==> src/rtl/usb_packet_assembler.sv <==
// usb_packet_assembler
// Collects PAYLOAD_BYTES payload bytes plus a trailing USB CRC16 from a byte
// stream, checks the CRC on the fly and hands good payloads out as one wide
// word over a valid/ready handshake. Bad, truncated or overrun packets are
// dropped and reported by one-cycle error pulses and a saturating counter.
//
// Ports:
//   clk          sole clock, rising edge
//   rst          synchronous active-high reset
//   byte_in      received byte, sampled when byte_valid=1
//   byte_valid   one-cycle strobe per byte, always accepted
//   data_out     last good payload, byte 0 at [7:0]
//   out_valid    data_out holds an undelivered packet
//   out_ready    consumer accepts data_out when out_valid & out_ready
//   crc_err      pulse: packet failed CRC
//   timeout_err  pulse: packet aborted by inter-byte timeout
//   overrun_err  pulse: good packet dropped, previous one still pending
//   err_count    saturating count of all error pulses
module usb_packet_assembler #(
  parameter int unsigned PAYLOAD_BYTES  = 64,
  parameter int unsigned TIMEOUT_CYCLES = 100
) (
  input  logic                         clk,
  input  logic                         rst,
  input  logic [7:0]                   byte_in,
  input  logic                         byte_valid,
  output logic [8*PAYLOAD_BYTES-1:0]   data_out,
  output logic                         out_valid,
  input  logic                         out_ready,
  output logic                         crc_err,
  output logic                         timeout_err,
  output logic                         overrun_err,
  output logic [7:0]                   err_count
);

  localparam int unsigned TOTAL_BYTES = PAYLOAD_BYTES + 2;
  localparam int unsigned CNT_W       = $clog2(PAYLOAD_BYTES + 3);
  localparam int unsigned IDLE_W      = $clog2(TIMEOUT_CYCLES + 1);
  localparam int unsigned DATA_W      = 8 * PAYLOAD_BYTES;
  localparam logic [15:0] CRC_INIT    = 16'hFFFF;
  localparam logic [15:0] CRC_RESIDUE = 16'hB001;

  typedef enum logic [1:0] {
    IDLE  = 2'd0,
    RECV  = 2'd1,
    CHECK = 2'd2
  } state_t;

  state_t              state;
  state_t              state_next;
  logic [CNT_W-1:0]    cnt;
  logic [IDLE_W-1:0]   idle_cnt;
  logic [15:0]         crc;
  logic [DATA_W-1:0]   rx_buf;

  logic                start_pkt;
  logic                recv_byte;
  logic                timeout_hit;
  logic                good_pkt;
  logic                bad_pkt;
  logic                load_out;
  logic                overrun_hit;
  logic                err_event;
  logic                wr_en;
  logic [CNT_W-1:0]    wr_idx;
  logic [15:0]         crc_next;

  // Reflected CRC16 (poly 0xA001), one byte per call, LSB first
  function automatic logic [15:0] crc16_byte(input logic [15:0] c, input logic [7:0] d);
    logic [15:0] r;
    r = c;
    for (int i = 0; i < 8; i++) begin
      if (r[0] ^ d[i]) r = (r >> 1) ^ 16'hA001;
      else             r = r >> 1;
    end
    return r;
  endfunction

  // State register
  always_ff @(posedge clk) begin
    if (rst) state <= IDLE;
    else     state <= state_next;
  end

  // Next-state and per-cycle control decode
  always_comb begin
    state_next  = state;
    start_pkt   = 1'b0;
    recv_byte   = 1'b0;
    timeout_hit = 1'b0;
    good_pkt    = 1'b0;
    bad_pkt     = 1'b0;
    case (state)
      IDLE: begin
        if (byte_valid) begin
          start_pkt  = 1'b1;
          state_next = RECV;
        end
      end
      RECV: begin
        // An arriving byte wins over an expiring idle counter
        if (byte_valid) begin
          recv_byte = 1'b1;
          if (cnt == CNT_W'(TOTAL_BYTES - 1)) state_next = CHECK;
        end else if (idle_cnt == IDLE_W'(TIMEOUT_CYCLES - 1)) begin
          timeout_hit = 1'b1;
          state_next  = IDLE;
        end
      end
      CHECK: begin
        if (crc == CRC_RESIDUE) good_pkt = 1'b1;
        else                    bad_pkt  = 1'b1;
        // A byte in CHECK opens the next packet immediately
        if (byte_valid) begin
          start_pkt  = 1'b1;
          state_next = RECV;
        end else begin
          state_next = IDLE;
        end
      end
      default: state_next = IDLE;
    endcase
  end

  // Datapath helpers
  always_comb begin
    load_out    = good_pkt && (!out_valid || out_ready);
    overrun_hit = good_pkt && out_valid && !out_ready;
    err_event   = timeout_hit || bad_pkt || overrun_hit;
    wr_idx      = start_pkt ? '0 : cnt;
    wr_en       = start_pkt || (recv_byte && (cnt < CNT_W'(PAYLOAD_BYTES)));
    crc_next    = crc16_byte(start_pkt ? CRC_INIT : crc, byte_in);
  end

  // Byte counter, idle counter and running CRC
  always_ff @(posedge clk) begin
    if (rst) begin
      cnt      <= '0;
      idle_cnt <= '0;
      crc      <= CRC_INIT;
    end else if (start_pkt) begin
      cnt      <= CNT_W'(1);
      idle_cnt <= '0;
      crc      <= crc_next;
    end else if (recv_byte) begin
      cnt      <= cnt + CNT_W'(1);
      idle_cnt <= '0;
      crc      <= crc_next;
    end else if (timeout_hit || state == CHECK) begin
      cnt      <= '0;
      idle_cnt <= '0;
      crc      <= CRC_INIT;
    end else if (state == RECV) begin
      idle_cnt <= idle_cnt + IDLE_W'(1);
    end
  end

  // Receive buffer; CRC bytes are never stored
  always_ff @(posedge clk) begin
    if (rst) begin
      rx_buf <= '0;
    end else begin
      for (int k = 0; k < int'(PAYLOAD_BYTES); k++) begin
        if (wr_en && wr_idx == CNT_W'(k)) rx_buf[8*k +: 8] <= byte_in;
      end
    end
  end

  // Output word and handshake
  always_ff @(posedge clk) begin
    if (rst) begin
      data_out  <= '0;
      out_valid <= 1'b0;
    end else if (load_out) begin
      data_out  <= rx_buf;
      out_valid <= 1'b1;
    end else if (out_valid && out_ready) begin
      out_valid <= 1'b0;
    end
  end

  // Error pulses and saturating counter
  always_ff @(posedge clk) begin
    if (rst) begin
      crc_err     <= 1'b0;
      timeout_err <= 1'b0;
      overrun_err <= 1'b0;
      err_count   <= 8'd0;
    end else begin
      crc_err     <= bad_pkt;
      timeout_err <= timeout_hit;
      overrun_err <= overrun_hit;
      if (err_event && err_count != 8'hFF) err_count <= err_count + 8'd1;
    end
  end

endmodule

==> config.mk <==
export PLATFORM = sky130hd
export DESIGN_NAME = usb_packet_assembler
export DESIGN_NICKNAME = d
export VERILOG_FILES = /design/src/rtl/usb_packet_assembler.sv
export SDC_FILE = /design/constraint.sdc
export NUM_CORES = 2
export LEC_CHECK = 0
export ABC_AREA = 1
export CAP_MARGIN = 30
export CORE_MARGIN = 2
export CORE_UTILIZATION = 58
export DETAILED_ROUTE_END_ITERATION = 7
export PLACE_DENSITY = 0.84
export SYNTH_ARGS = -nofsm -noshare
export SYNTH_HDL_FRONTEND = slang
export SYNTH_SLANG_ARGS = --single-unit
==> constraint.sdc <==
create_clock -name clk -period 5.5 [get_ports clk]
set_clock_uncertainty 0.1 [all_clocks]
set_input_delay 1.1 -clock clk [delete_from_list [all_inputs] [get_ports clk]]
set_output_delay 1.1 -clock clk [all_outputs]
set_load 0.1 [all_outputs]
* Yosys cells after proc, flatten, opt, wreduce, memory -nomap -nowiden
Index checks and enable logic that the tools add are counted.
** Storage, ports and cells
- Output and inout bits :: 524
- Input port bits :: 12
- Register bits after elaboration :: 1068
- Word-level logic and storage cells :: 287
** Operators by class
- Equality and inequality tests :: 72
- $lt $le $gt $ge :: 1
- Reduce and logical (&&, ||, !) cells :: 86
- Bitwise gates (word level) :: 16
- Muxes and demuxes :: 34
- $add $sub $neg :: 3
** Operators by type and width (count)
- == test 7 x 6 -> 1 bit, second input constant :: 32
- two-way mux 16 bit :: 12
- == test 7 x 5 -> 1 bit, second input constant :: 16
- logical AND 1 bit :: 70
- == test 7 x 4 -> 1 bit, second input constant :: 8
- == test 7 x 3 -> 1 bit, second input constant :: 4
- NOT 2 -> 3 bit :: 8
- two-way mux 7 bit :: 3
- == test 16 bit, second input constant :: 1
- adder 7 x 1 -> 7 bit, second input constant :: 2
- == test 7 x 2 -> 1 bit, second input constant :: 2
- == test 7 bit, second input constant :: 2
- two-way mux 1 bit :: 14
- adder 8 x 1 -> 8 bit, second input constant :: 1
- two-way mux 2 bit :: 4
- inequality test 8 bit, second input constant :: 1
- XOR 1 bit :: 8
- == test 7 x 1 -> 1 bit, second input constant :: 1
- logical NOT 7 bit :: 1
- less-than comparator 7 bit, second input constant :: 1
- inequality test 3 bit, second input constant :: 2
- one-hot mux 2 bit (3 select lines) :: 1
- logical OR 1 bit :: 5
- nonzero test 2 bit :: 2
- 9 further kinds :: 11

* Depth between registers and ports, before layout
- Word-level depth :: 22
- Mapped depth :: 21
- Depth with buffers taken out :: 20

* Worst setup path after synthesis
Ideal clock, no wire load.
- Path kind :: input -> register
- Start :: input byte_in[2]
- End :: register crc[0]
- Required time :: 5291 ps
- Buffers on the path :: 1
- Arrival time :: 2674 ps
- Stages on the path :: 18
- Slack :: 2617 ps
- Library setup time :: 109 ps
- Path through :: clkbuf_1 inv_1 nand3_1 nand2_1 inv_1 nand3_2 nand2_2 nand2_1 nand3_1 nand3_1 nand2_2 nand2_1 nand3_2 nand2_2 nand2_1 nand3_1 nand2_1 inv_1
** Between the ends
- Cells in the longest elaborated chain, start to end :: 14
** Ends and longest elaborated chain
- from (decl) :: line 25 : input logic [7:0] byte_in,
- XOR 1 bit * :: line 73 : if (r[0] ^ d[i]) r = (r >> 1) ^ 16'hA001;
- two-way mux 16 bit * :: line 73
- XOR 1 bit * :: line 73
- two-way mux 16 bit * :: line 73
- XOR 1 bit * :: line 73
- two-way mux 16 bit * :: line 73
- XOR 1 bit * :: line 73
- two-way mux 16 bit * :: line 73
- XOR 1 bit * :: line 73
- two-way mux 16 bit * :: line 73
- XOR 1 bit * :: line 73
- two-way mux 16 bit * :: line 73
- two-way mux 16 bit :: line 145 : end else if (recv_byte) begin
- two-way mux 16 bit * :: line 141 : end else if (start_pkt) begin
- to (signal assigned) :: line 144 : crc <= crc_next;
- to (signal assigned) :: line 148 : crc <= crc_next;
- to (decl) :: line 53 : logic [15:0] crc;
Mark *: on every way between the ends. The rest lies on a longest branch, timed or not.
A chain may end at the register's enable or synchronous reset.

* Final worst setup path
- Start :: input byte_valid
- End :: register rx_buf[453]
** Between the ends
- Cells in the longest elaborated chain, start to end :: 5
- Elaborated cells between the ends (all ways) :: 8
- Classes of those cells :: eq/ne: 1; mux: 4; reduce/logical: 3
** Ends and longest elaborated chain
- from (decl) :: line 26 : input logic byte_valid,
- two-way mux 1 bit * :: line 95, 102, 114
- two-way mux 1 bit (on tied branches)
- two-way mux 7 bit or logical AND 1 bit (tied branches) :: line 130, 131
- == test 7 x 6 -> 1 bit or logical OR 1 bit (tied branches) :: line 164, 131
- logical AND 1 bit * :: line 164 : if (wr_en && wr_idx == CNT_W'(k)) rx_buf[8*k +: 8] <= byte_in;
- to (signal, indexed assignment) :: line 164
- to (decl) :: line 54 : logic [DATA_W-1:0] rx_buf;
Marks and branches as above.

==> results.sh <==
export IMPL_yosysUniqueCellTypes=47
export IMPL_ios=536
export IMPL_vias=34406
export IMPL_crit_type="input port to flop"
export IMPL_io_buffers=535
export IMPL_core_area_um2=64460
export IMPL_holdPathEnd="data_out[80]"
export IMPL_die_w_um=259.2
export IMPL_synth_area_leaders="dfxtp_1 (57%), a21oi_1 (13%), o21ai_0 (11%)"
export IMPL_cp_slowest_cell="nand4_1"
export IMPL_final_cells=5761
export IMPL_postLayoutCellArea_um2=49330
export IMPL_setup_ws_ps=1719
export IMPL_fin_tns_setup_ps=0
export IMPL_nNetsFinal=4837
export IMPL_cpPeakStageDelay_ps=580
export IMPL_cts_setup_buffers=0
export IMPL_period_share=0.6875
export IMPL_rsz0062_at_grt="no"
export IMPL_die_area_um2=67160
export IMPL_hp_start="rx_buf[80]"
export IMPL_synthesis_area_um2=37760
export IMPL_via_per_inst=5.972
export IMPL_wl_per_cell_um=21.84
export IMPL_placed_area_um2=45480
export IMPL_path_cells="clkdlybuf4s50_1 -> inv_1 -> nor2_4 -> inv_2 -> nor2_1 -> nor2_4 -> inv_2 -> nand4_1 -> nor2_1 -> inv_1 -> o21ai_0 -> a21oi_1"
export IMPL_synth_top_cell_by_area="dfxtp_1"
export IMPL_syn_inst=4412
export IMPL_max_freq_mhz=264.5
export IMPL_cts_hold_fix_buffers=0
export IMPL_synth_nets=4428
export IMPL_layout_common_cells="dfxtp_1 (1068), a21oi_1 (969), o21ai_0 (864), clkdlybuf4s50_1 (526), inv_1 (501)"
export IMPL_reg2reg_from="state[0]"
export IMPL_slew_viol_final=0
export IMPL_drt_iter0_drc=4215
export IMPL_gp_congestion=0.8640
export IMPL_leakagePower_nw=17.49
export IMPL_critPathLaunchType="input port"
export IMPL_setup_viol=0
export IMPL_arrival_ps=4220
export IMPL_htreeDepth=3
export IMPL_outcome="finished clean"
export IMPL_cts_sinks=1068
export IMPL_routed_wl_um=125800
export IMPL_worstMarginPinSlew_ps=1077
export IMPL_overflow=0
export IMPL_powerDensity_nw_per_um2=317.2
export IMPL_drive_above_1_share=0.09276
export IMPL_grt_met1_usage=0.4284
export IMPL_drtAntennaViolNets=0
export IMPL_synth_seq_area_share=0.5662
export IMPL_floorplan_initialDensity=0.5857
export IMPL_ys_ff_latch=1068
export IMPL_cts_buffer_depth=3
export IMPL_max_slew_margin=0.2800
export IMPL_total_power_w=0.01565
export IMPL_remaining_drc_errors=0
export IMPL_path_delay_family="buffers and inverters"
export IMPL_dp_hpwl_um=72030
export IMPL_hold_violations=0
export IMPL_cts_resized=0
export IMPL_required_ps=5940
export IMPL_met3_usage=0.08436
export IMPL_grtUsageMet2=0.5741
export IMPL_grt_use_total=0.3536
export IMPL_crit_fanout=24
export IMPL_r2r_setup_slack_ps=2190
export IMPL_synth_top_cell_area_share=0.5662
export IMPL_avgSynthCellArea_um2=8.558
export IMPL_die_y_um=259.2
export IMPL_std_cell_rows=93
export IMPL_hold_path_class="flop to flop"
export IMPL_ys_warnings_count=0
export IMPL_ff2ff_path_depth=13
export IMPL_cts_root_buf="clkbuf_16"
export IMPL_place_ws_ps=1142
export IMPL_top_usage_layer="met2"
export IMPL_ir_worst_vdd_mv=0.3181
export IMPL_worstHoldPathCells=2
export IMPL_antenna_found_initial=1
export IMPL_dp_cells=5562
export IMPL_drv_cap=0
export IMPL_clkLatencyLatePin_ps=660
export IMPL_crit_buf_inv=5
export IMPL_clk_pin_slew_ps=70
export IMPL_cts_tree="built"
export IMPL_final_common_cell="dfxtp_1"
export IMPL_dr_pass1_iters=6
export IMPL_grt_pass1_wl_um=187300
export IMPL_grt_pass1_vias=32930
export IMPL_grt_max_degree=240
export IMPL_worstSetupEndpointType="flop"
export IMPL_area_growth_pct=30.65
export IMPL_reg2reg_to="rx_buf[453]"
export IMPL_numCtsBuffers=101
export IMPL_min_period_ps=3781
==> kinds of logic after synthesis <==
| logic type | Yosys count | synth area share |
|---|---|---|
| AOI/OAI and AO/OA | 1935 | 0.2713 |
| DFF | 1068 | 0.5662 |
| buffers and inverters | 883 | 0.09229 |
| and+or+nand+nor | 508 | 0.06564 |
| xor gates and xnor gates | 14 | 0.003247 |
| adders and majority gates | 4 | 0.001326 |
==> metal layers <==
metal  wire length [um]  part of all wire  vias up
li1                   -                 -    15592
met3              12240             0.097      510
met1              47100              0.37    16248
met4               7741             0.062        2
met2              58710              0.47     2054
met5                 13           0.00010        -
==> report_power, final <==
part | switching, W | total [W] | leakage, nW | internal (W)
clock network | 0.00308 | 0.00739 | 1.74 | 0.00431
logic | 0.000382 | 0.000479 | 7.14 | 0.0000971
registers | 0.0000207 | 0.00778 | 8.60 | 0.00776
==> cell type report <==
class,instances,area [um2]
multi-input cells,2461,12910
inverters,520,1962
clock buffers,142,2933
well taps,855,1070
flip-flops and latches,1068,21380
diodes,1,2.502
clock inverters,45,628.1
repair buffers,669,8447
fillers,3908,15130
==> worst min-delay path, cell delays in order, from the launching register on <==
cell     delay [ps]
dfxtp_1         300
inv_1            60
a21oi_1          60
==> worst max-delay path by stage <==
stage,startpoint,slack (ps),cells past startpoint,to
final,byte_valid,1720,12,rx_buf[453]
after global routing,byte_valid,1360,12,rx_buf[453]
after CTS,byte_valid,1580,10,rx_buf[381]
after detailed placement,byte_valid,1140,10,rx_buf[381]
after global placement,byte_valid,1300,10,rx_buf[122]
after floorplan,byte_in[2],2620,18,crc[0]
==> registers in the layout (all words and copies together), names as in the netlist <==
name,flops
data_out,512
rx_buf,512
crc,16
err_count,8
cnt,7
idle_cnt,7
state,2
crc_err,1
out_valid,1
overrun_err,1
timeout_err,1
==> stage by stage <==
| step | hold slack (ps) | utilization |
|---|---|---|
| floorplan | 329.7 | - |
| global placement | 337.8 | 0.6659 |
| detailed placement | 344.6 | 0.7056 |
| CTS | 343.2 | 0.7608 |
| global route | 367.7 | 0.7652 |
| finish | 347.3 | 0.7652 |
==> Yosys cell counts, drive strengths merged <==
cell type	instances
a211oi	73
a21oi	970
a221oi	1
a22oi	1
buf	72
clkbuf	291
clkinv	3
dfxtp	1068
ha	4
inv	517
nand2	180
nand3	142
nand4	8
nor2	146
nor3	16
nor3b	1
nor4	9
o21a	1
o21ai	872
o21bai	1
o22ai	11
o32ai	5
or2	6
xnor2	2
xor2	12
No activity file was read; power rests on OpenSTA's default activity.
